## config.mk

```make
export PLATFORM = sky130hd
export DESIGN_NAME = result_display_feeder
export DESIGN_NICKNAME = d
export VERILOG_FILES = /design/src/rtl/result_display_feeder.sv
export SDC_FILE = /design/constraint.sdc
export NUM_CORES = 1
export LEC_CHECK = 0
export CELL_PAD_IN_SITES_DETAIL_PLACEMENT = 0
export CELL_PAD_IN_SITES_GLOBAL_PLACEMENT = 1
export CORE_ASPECT_RATIO = 1.5
export CORE_UTILIZATION = 35
export CTS_CLUSTER_DIAMETER = 40
export DETAILED_ROUTE_END_ITERATION = 16
export DONT_BUFFER_PORTS = 1
export GPL_TIMING_DRIVEN = 0
export HOLD_SLACK_MARGIN = 0.1
export PLACE_DENSITY_LB_ADDON = 0.1
export SLEW_MARGIN = 10
export SYNTH_ARGS = -nofsm -noshare
export SYNTH_HDL_FRONTEND = slang
export SYNTH_SLANG_ARGS = --single-unit
```

## constraint.sdc

```tcl
create_clock -name clk -period 8.6 [get_ports clk]
set_input_delay 1.72 -clock clk [delete_from_list [all_inputs] [get_ports clk]]
set_output_delay 1.72 -clock clk [all_outputs]
set_load 0.01 [all_outputs]
```

## src/rtl/result_display_feeder.sv

```systemverilog
// Queues writeback results in a small FIFO and presents each one on ResultD for HOLD_CYCLES clocks.
// Optional: define RESULT_X0_FILTER_EN to ignore writes whose destination register is x0.
module result_display_feeder #(
    parameter int unsigned DEPTH       = 4,
    parameter int unsigned HOLD_CYCLES = 50_000_000
) (
    input  logic        clk,
    input  logic        rst,
    input  logic        RegWriteW,
    input  logic [4:0]  RdW,
    input  logic [31:0] ResultW,
    output logic [31:0] ResultD,
    output logic        shown_valid,
    output logic        fifo_full,
    output logic        overflow
);

    localparam int unsigned AW = (DEPTH > 1) ? $clog2(DEPTH) : 1;
    localparam int unsigned HW = $clog2(HOLD_CYCLES);
    localparam logic [HW-1:0] HOLD_LOAD = HW'(HOLD_CYCLES - 1);
    localparam logic [AW:0]   FULL_CNT  = (AW+1)'(DEPTH);

    typedef enum logic {IDLE, SHOW} state_t;

    state_t        state;
    logic [31:0]   mem [DEPTH];
    logic [AW-1:0] wr_ptr, rd_ptr;
    logic [AW:0]   count;
    logic [HW-1:0] hold_cnt;

    logic capture, empty, full, hold_done, pop, push;

`ifdef RESULT_X0_FILTER_EN
    assign capture = RegWriteW && (RdW != 5'd0);
`else
    logic unused_rdw;
    assign unused_rdw = ^RdW;
    assign capture    = RegWriteW;
`endif

    always_comb begin
        empty     = (count == '0);
        full      = (count == FULL_CNT);
        hold_done = (hold_cnt == '0);
        pop       = !empty && ((state == IDLE) || hold_done);
        // A pop on the same edge frees the slot, so a push into a full FIFO is still accepted
        push      = capture && (!full || pop);
    end

    assign fifo_full = full;

    always_ff @(posedge clk) begin
        if (push)
            mem[wr_ptr] <= ResultW;
    end

    always_ff @(posedge clk or negedge rst) begin
        if (!rst) begin
            state       <= IDLE;
            wr_ptr      <= '0;
            rd_ptr      <= '0;
            count       <= '0;
            hold_cnt    <= '0;
            ResultD     <= '0;
            shown_valid <= 1'b0;
            overflow    <= 1'b0;
        end else begin
            if (push)
                wr_ptr <= wr_ptr + AW'(1);
            if (pop)
                rd_ptr <= rd_ptr + AW'(1);
            case ({push, pop})
                2'b10:   count <= count + (AW+1)'(1);
                2'b01:   count <= count - (AW+1)'(1);
                default: count <= count;
            endcase
            if (capture && full && !pop)
                overflow <= 1'b1;

            case (state)
                IDLE: begin
                    if (pop) begin
                        ResultD     <= mem[rd_ptr];
                        shown_valid <= 1'b1;
                        hold_cnt    <= HOLD_LOAD;
                        state       <= SHOW;
                    end
                end
                SHOW: begin
                    if (!hold_done) begin
                        hold_cnt <= hold_cnt - HW'(1);
                    end else if (pop) begin
                        ResultD  <= mem[rd_ptr];
                        hold_cnt <= HOLD_LOAD;
                    end else begin
                        state <= IDLE;
                    end
                end
                default: state <= IDLE;
            endcase
        end
    end

endmodule

```

After elaboration in Yosys (flattened, before gate mapping):

Memory sizes are Yosys's and may differ from the RTL's.
Index checks and enable logic that the tools add are counted.

* eq/ne operators: 4
* multiply operators: 0
* $lt $le $gt $ge: 0
* bitwise logic cells: 1
* shifts and indexed selects: 0
* add/sub/neg operators: 5
* div/mod/pow operators: 0
* reduce and logical (&&, ||, !) cells: 13
* multiplexer cells: 12

Operator list (number)
* $mux 32: 2
* $pmux 32 s2: 1
* $mux 26: 2
* $pmux 26 s2: 1
* $logic_not 26->1: 1
* $sub 26x1->26 const B: 1
* $pmux 3 s2: 1
* $add 2x1->2 const B: 2
* $logic_and 1x1->1: 4
* $mux 1: 4
* $add 3x1->3 const B: 1
* $eq 3x3->1 const B: 1
* $logic_not 1->1: 3
* $logic_not 3->1: 1
* $sub 3x1->3 const B: 1
* $eq 2x1->1 const B: 1
* $eq 2x2->1 const B: 1
* $logic_or 1x1->1: 2
* $ne 2x1->1 const B: 1
* $pmux 1 s2: 1
* $reduce_and 2->1: 1
* $reduce_bool 2->1: 1
* $not 1->1: 1

* ROM bits: 0
* logic and storage cells: 44
* input port bits: 40
* register bits after elaboration: 68
* bits in writable memories: 128
* memories: 1
* bits in latches: 0

Memory list
* mem: depth 4, width 32, rd ports 1, clocked after memory_dff 0, wr ports 1, RTL line 26 `logic [31:0] mem [DEPTH];`

Logic depth before layout (Yosys ltp):

Gate-level depths: netlist of the first run.

* depth in word-level cells: 7
* mapped depth: 12
* depth with buffers taken out: 11

Worst setup path before layout of the first run:

OpenSTA, ideal clock, no wires.

* kind: input port to flip-flop
* start point: in RegWriteW
* end point: mem mem[0][0] (enable)
* arrival: 3.166 ns
* path buffers: 1
* path slack: 5.042 ns
* stages on the path: 4
* path through: buf_1 > inv_2 > a21oi_4 > and2_1

* longest elaborated chain between the ends: 3

RTL lines
* start, declared: RTL line 9 `input logic RegWriteW,`
* $logic_and 1x1->1: RTL line 47 `push = capture && (!full || pop);`
* $mux 1: RTL line 53 `if (push)`
* $mux 1 (implied by the code): RTL line 54 `mem[wr_ptr] <= ResultW;`
* end, declared: RTL line 26

No other way between the ends.

Final worst setup path of the first run:

* start point: reg hold_cnt[5]
* end point: reg count[1]

* longest elaborated chain between the ends: 7

RTL lines
* start, declared: RTL line 29 `logic [HW-1:0] hold_cnt;`
* start signal, assigned: RTL line 91 `hold_cnt <= hold_cnt - HW'(1);`
* $logic_not 26->1 (*): RTL line 44 `hold_done = (hold_cnt == '0);`
* $logic_or 1x1->1 (*): RTL line 45 `pop = !empty && ((state == IDLE) || hold_done);`
* $logic_and 1x1->1 (*): RTL line 45
* $logic_or 1x1->1: RTL line 47
* $logic_and 1x1->1: RTL line 47
* $eq 2x1->1 or $eq 2x2->1 (tied branches): RTL line 72 `case ({push, pop})`
* $pmux 3 s2 or $reduce_bool 2->1 (tied branches)
* end signal, assigned: RTL line 73 `2'b10: count <= count + (AW+1)'(1);`
* end signal, assigned: RTL line 74 `2'b01: count <= count - (AW+1)'(1);`
* end signal, assigned: RTL line 75 `default: count <= count;`
* end, declared: RTL line 28 `logic [AW:0] count;`

Every way passes the cells marked *; elsewhere a longest branch is shown, timed or not.
A chain may end at the register's enable or synchronous reset.

==> results.toml, run 1 <==
[status]
outcome = "complete, no violations"

[global_routing]
antenna_found_initial = 0
grt_overflow = 0
grt_pass1_wl_um = 26500
grt.total_usage_pct = 15.6
grt_pass1_vias = 4495
grt_max_degree = 69

[placed_design]
placed_area_um2 = 8330
dpl.hpwl_um = 10800
routabilityCongestion = 0.779
io_buffers = 0

[final_layout]
multi_input_area_um2 = 2230
regArea_um2 = 5550
diodes = 0
layout-drive-gt1-share_pct = 17.7
final_cell_mix = "edfxtp_1 (128), dfrtp_1 (68), mux4_2 (32), mux2_1 (32), nor3_1 (21)"
fin_nets = 531
postLayoutCellArea_um2 = 8920
layout_commonest_cell = "edfxtp_1"
fillers = 2053
area_growth_pct = 12.8

[timing]
final_hold_viol_count = 0
setup_viol = 0
fmax_mhz = 259
setup_tns_ns = 0
fin_crit_ns = 3.86
tightest_slew_ns = 0.937
fin_crit_sh_pct = 44.9
slew_violations = 0
fin_worst_skew_ns = 0.00772
hold-worst-slack_ns = 0.495
max-slew-margin-rel_pct = 37.5
rsz0062_at_grt = "no"

[worst_setup_path]
path_common_cell = "a211oi_1"
required_ns = 8.94
cp.arrival_ns = 4.20
critical_path_class = "flip-flop to flip-flop"
path_max_fanout = 10
crit_slowest_cell = "nor4_1"
max_stage_delay_ns = 0.76
path_cells = "nor4_1, nand3_1, o31a_1, nor2_4, buf_4, nand2_1, fa_1, a211oi_1, o31ai_1, a211oi_1"
end_kind = "flip-flop"
critPathLaunchType = "flip-flop"

[clock_tree]
clk_latency_ns = 0.43
postCtsResizedCells = 0
cts_made_buffers = 17
root_buffer = "clkbuf_16"
cts_hold_buffers = 0
cts_tree = "done"
path_clk_slew_ns = 0.07
clockBufferDepth = 2
cts_max_level = 4
cts.sink_count = 196
cts_setup_buffers = 0

[power_and_ir_drop]
total_power_w = 0.00233
p_per_area_nw_per_um2 = 262
vdd.ir_drop.worst_mv = 0.187
leakagePower_nw = 3.04

[yosys]
synth_cells = 461
ys_ff_latch = 196
synth_fp_nets = 508
ys_seq_area_share_pct = 70.2
synth_area_per_cell_um2 = 17.1
synth_cell_type_count = 54
yosysWarnings = 0
async_reset_ff_share_pct = 34.7
synthFlopType = "edfxtp_1"
synth_edf_count = 128
syn_area_um2 = 7900

[floorplanning]
die_w_um = 125
fp.coreArea_um2 = 22200
initial_core_util_pct = 35.6
io_pins = 75
die_area_um2 = 23200
core.rowCount = 67
die_h_um = 186

[drt]
vias = 4099
viasPerCell = 5.30
drt_wl_total_um = 16700
post_drt_wl_per_cell_um = 21.6
ant_nets = 0
drc = 0
drt_first_pass_iters = 5
drtIter0Drc = 200

[flow_run]
maxCapViolations = 0

[min_path]
hp-class = "flip-flop to flip-flop"
logic make-up (layout without fill, tap and decap cells):
family / Yosys count / after routing / synth area share [%]
flip-flops: 196 / 196 / 70.2
AND/OR/NAND/NOR: 93 / 93 / 6.60
multiplexers: 75 / 75 / 15.1
AO/OA/AOI/OAI: 53 / 53 / 4.64
buffers and inverters: 32 / 68 / 1.73
adder cells (fa/ha/maj): 7 / 7 / 1.20
XOR/XNOR: 5 / 5 / 0.554
critical path: cells and delay by family, from the launching register on:
kind	cells	cell delay, ns
AND/OR/NAND/NOR	4	1.50
adder cells (fa/ha/maj)	1	0.43
buffers and inverters	1	0.28
flip-flops	1	0.42
AO/OA/AOI/OAI	4	1.13
registers in the layout (all words and copies together) (netlist names):
register / count
rd_ptr: 2
overflow: 1
wr_ptr: 2
hold_cnt: 26
mem: 128
shown_valid: 1
state: 1
ResultD: 32
count: 3
per-stage QoR:
step | util (%) | std cells | setup slack (ns)
6_report | 40.1 | 773 | 4.74
3_5_place_dp | 37.5 | 741 | 4.63
5_1_grt | 40.1 | 773 | 4.36
4_1_cts | 40.1 | 773 | 4.65
2_1_floorplan | - | 461 | 5.04
3_3_place_gp | 37.1 | 737 | 4.04
synthesized netlist by cell type (2+ instances only):
cell type | n | area, um2
dfrtp_1 | 68 | 1700
and2_1 | 4 | 25.0
or3_1 | 7 | 43.8
buf_2 | 4 | 20.0
a211oi_1 | 4 | 30.0
edfxtp_1 | 128 | 3840
or4_1 | 6 | 45.0
o31ai_1 | 8 | 60.1
nor3_1 | 22 | 110
and3_1 | 5 | 31.3
clkbuf_1 | 12 | 45.0
mux4_2 | 32 | 721
or4_4 | 2 | 22.5
o21ai_0 | 3 | 15.0
a21oi_1 | 11 | 55.1
o21ai_1 | 7 | 35.0
buf_4 | 3 | 22.5
nor3b_1 | 2 | 15.0
o21bai_1 | 2 | 15.0
nor4b_1 | 2 | 17.5
o31a_1 | 2 | 17.5
xnor2_1 | 3 | 26.3
xor2_1 | 2 | 17.5
o22ai_1 | 2 | 12.5
nor2_1 | 13 | 48.8
ha_1 | 6 | 75.1
inv_2 | 2 | 7.51
mux2i_1 | 10 | 100
o21a_1 | 2 | 15.0
nand2_1 | 9 | 33.8
nor4_1 | 6 | 37.5
nand3_1 | 10 | 50.1
inv_1 | 10 | 37.5
mux2_1 | 32 | 360
metal layers:
layer	global-route usage, %	wire length [um]	up-vias
li1	-	-	1863
met1	16.1	6170	2160
met2	29.5	9480	63
met3	5.26	878	13
met4	4.77	194	0
met5	0	0	-
worst paths after layout:
| kind | start | end | slack (ns) | cells past startpoint |
|---|---|---|---|---|
| setup reg to reg | hold_cnt[5] | count[1] | 4.74 | 10 |
| setup / recovery | hold_cnt[5] | count[1] | 4.74 | 10 |
| min in group asynchronous | rst | ResultD[9] | 0.98 | 0 |
| max in group asynchronous | rst | hold_cnt[20] | 7.50 | 0 |
| hold / removal | hold_cnt[22] | hold_cnt[22] | 0.49 | 1 |
| hold reg to reg | hold_cnt[22] | hold_cnt[22] | 0.49 | 1 |
final cells by class:
type,count,area share [%]
timing repair buffer,4,0.898
inverter,12,0.505
buffer,20,1.02
tap,276,3.87
clock buffer,17,4.77
sequential,196,62.2
multi-input combinational,233,25.0
clock inverter,15,1.73
power by group:
group | internal [W] | switching (W)
Clock | 0.000431 | 0.000356
Combinational | 0.000124 | 0.000191
Sequential | 0.00116 | 0.0000682
Total | 0.00172 | 0.000615
(Power assumes the default switching activity.)
==> run 2: changes to the inputs <==
Clock period 8.6 ns to 3.9 ns, I/O delays scaled along.
==> results.toml, run 2 (synthesis results as in run 1) <==
[final_layout]
multi_input_area_um2 = 2240
diodes = 0
regArea_um2 = 5550
fin_nets = 533
final_core_util_pct = 40.3
fillers = 2054
top_regs = "mem (128), ResultD (32), hold_cnt (26)"
final_cell_mix = "edfxtp_1 (128), dfrtp_1 (68), mux4_2 (32), mux2_1 (32), nor3_1 (21)"
largest_reg_flops = 128
layout_commonest_cell = "edfxtp_1"
area_growth_pct = 13.4
layout.cells.non_filler = 775
layout-drive-gt1-share_pct = 18.4
regMostFlops = "mem"

[power_and_ir_drop]
vdd.ir_drop.worst_mv = 0.412
total_power_w = 0.00517
leakagePower_nw = 3.06
p_per_area_nw_per_um2 = 577

[global_routing]
grt_overflow = 0
antenna_found_initial = 0
grt_pass1_vias = 4499
grt_pass1_wl_um = 26500
grt_max_degree = 69
grt.total_usage_pct = 15.6

[timing]
fin_crit_ns = 3.51
fin_crit_sh_pct = 90.1
setup_tns_ns = 0
slew_violations = 0
setup_viol = 0
finalWorstSetupSlack_ns = 0.387
fmax_mhz = 285
tightest_slew_ns = 0.932
final_hold_viol_count = 0
max-slew-margin-rel_pct = 37.3
rsz0062_at_grt = "no"
fin_worst_skew_ns = 0.00631

[flow_run]
maxCapViolations = 0

[placed_design]
dpl.hpwl_um = 10800
io_buffers = 0
placedCellCount = 741
routabilityCongestion = 0.779
pre_cts_ws_ns = -0.0738

[worst_setup_path]
cp-startpoint = "hold_cnt[19]"
critPathLaunchType = "flip-flop"
path_max_fanout = 10
critical_path_class = "flip-flop to flip-flop"
required_ns = 4.24
reg2reg_slack_ns = 0.39
cp.arrival_ns = 3.85
reg2reg_from = "hold_cnt[19]"
end_kind = "flip-flop"
reg2reg_to = "count[1]"
ff2ff_path_depth = 10

[drt]
drc = 0
post_drt_wl_per_cell_um = 21.6
ant_nets = 0
vias = 4101
drt_first_pass_iters = 4
drt_wl_total_um = 16800
drtIter0Drc = 169
viasPerCell = 5.29

[min_path]
hp-class = "input port to asynchronous set/reset pin"

[clock_tree]
root_buffer = "clkbuf_16"
cts_tree = "done"
clockBufferDepth = 2
clk_latency_ns = 0.43
path_clk_slew_ns = 0.07
cts.sink_count = 196
cts_made_buffers = 17
cts_max_level = 4

[floorplanning]
die_area_um2 = 23200
die_h_um = 186
core.rowCount = 67
fp.coreArea_um2 = 22200
die_w_um = 125
io_pins = 75
initial_core_util_pct = 35.6

[status]
outcome = "complete, no violations"
run 2: cell count changes in the layout (fill, tap and decap cells not counted):
| cell | before | now |
|---|---|---|
| nor4_1 | 6 | 4 |
| buf_16 | 0 | 1 |
| nor4_2 | 0 | 2 |
| buf_4 | 3 | 4 |
run 2: cell type report:
cell class,instances,area share (%)
flip-flops and latches,196,61.9
multi-input cells,233,25.0
clock buffers,17,4.75
well taps,276,3.85
clock inverters,15,1.72
repair buffers,6,1.28
plain buffers,20,1.02
inverters,12,0.503
run 2: critical path, stage by stage (launching register included):
cell,delay (ns)
dfrtp_1,0.45
or4_1,0.63
or3_1,0.45
o31a_1,0.32
nor2_4,0.12
buf_4,0.22
nand2_1,0.11
fa_1,0.43
a211oi_1,0.32
o31ai_1,0.13
a211oi_1,0.25
run 2: worst max path at each step:
stage | to | slack (ns)
floorplan | mem[0][0] | 0.57
global placement | mem[0][6] | -0.66
detailed placement | count[1] | -0.07
CTS | count[1] | 0.12
global route | count[1] | 0.19
finish | count[1] | 0.39
run 2: what timing repair did:
item	in CTS	in global routing
endpoints found under the hold margin	68	0
endpoints found under the setup margin	1	2
hold buffers	1	0
gates resized for setup	1	1
pin swaps	0	1
buffers inserted	0	1
run 2: power breakdown:
group / switching (W) / internal, W
logic: 0.000438 / 0.000278
clock network: 0.000785 / 0.000951
registers: 0.000156 / 0.00256
total: 0.00138 / 0.00379
run 2: per-layer routing:
metal	global-route usage, %	up-vias	wire [um]
met4	4.77	0	200
met3	5.09	14	831
met2	29.5	61	9460
met1	16.1	2159	6260
li1	-	1867	-
met5	0	-	0
run 2: through the flow:
step | area, um2 | hold WS (ns)
2_1_floorplan | 7900 | 0.437
3_3_place_gp | 8250 | 0.482
3_5_place_dp | 8330 | 0.490
4_1_cts | 8940 | 0.244
5_1_grt | 8960 | 0.250
6_report | 8960 | 0.244
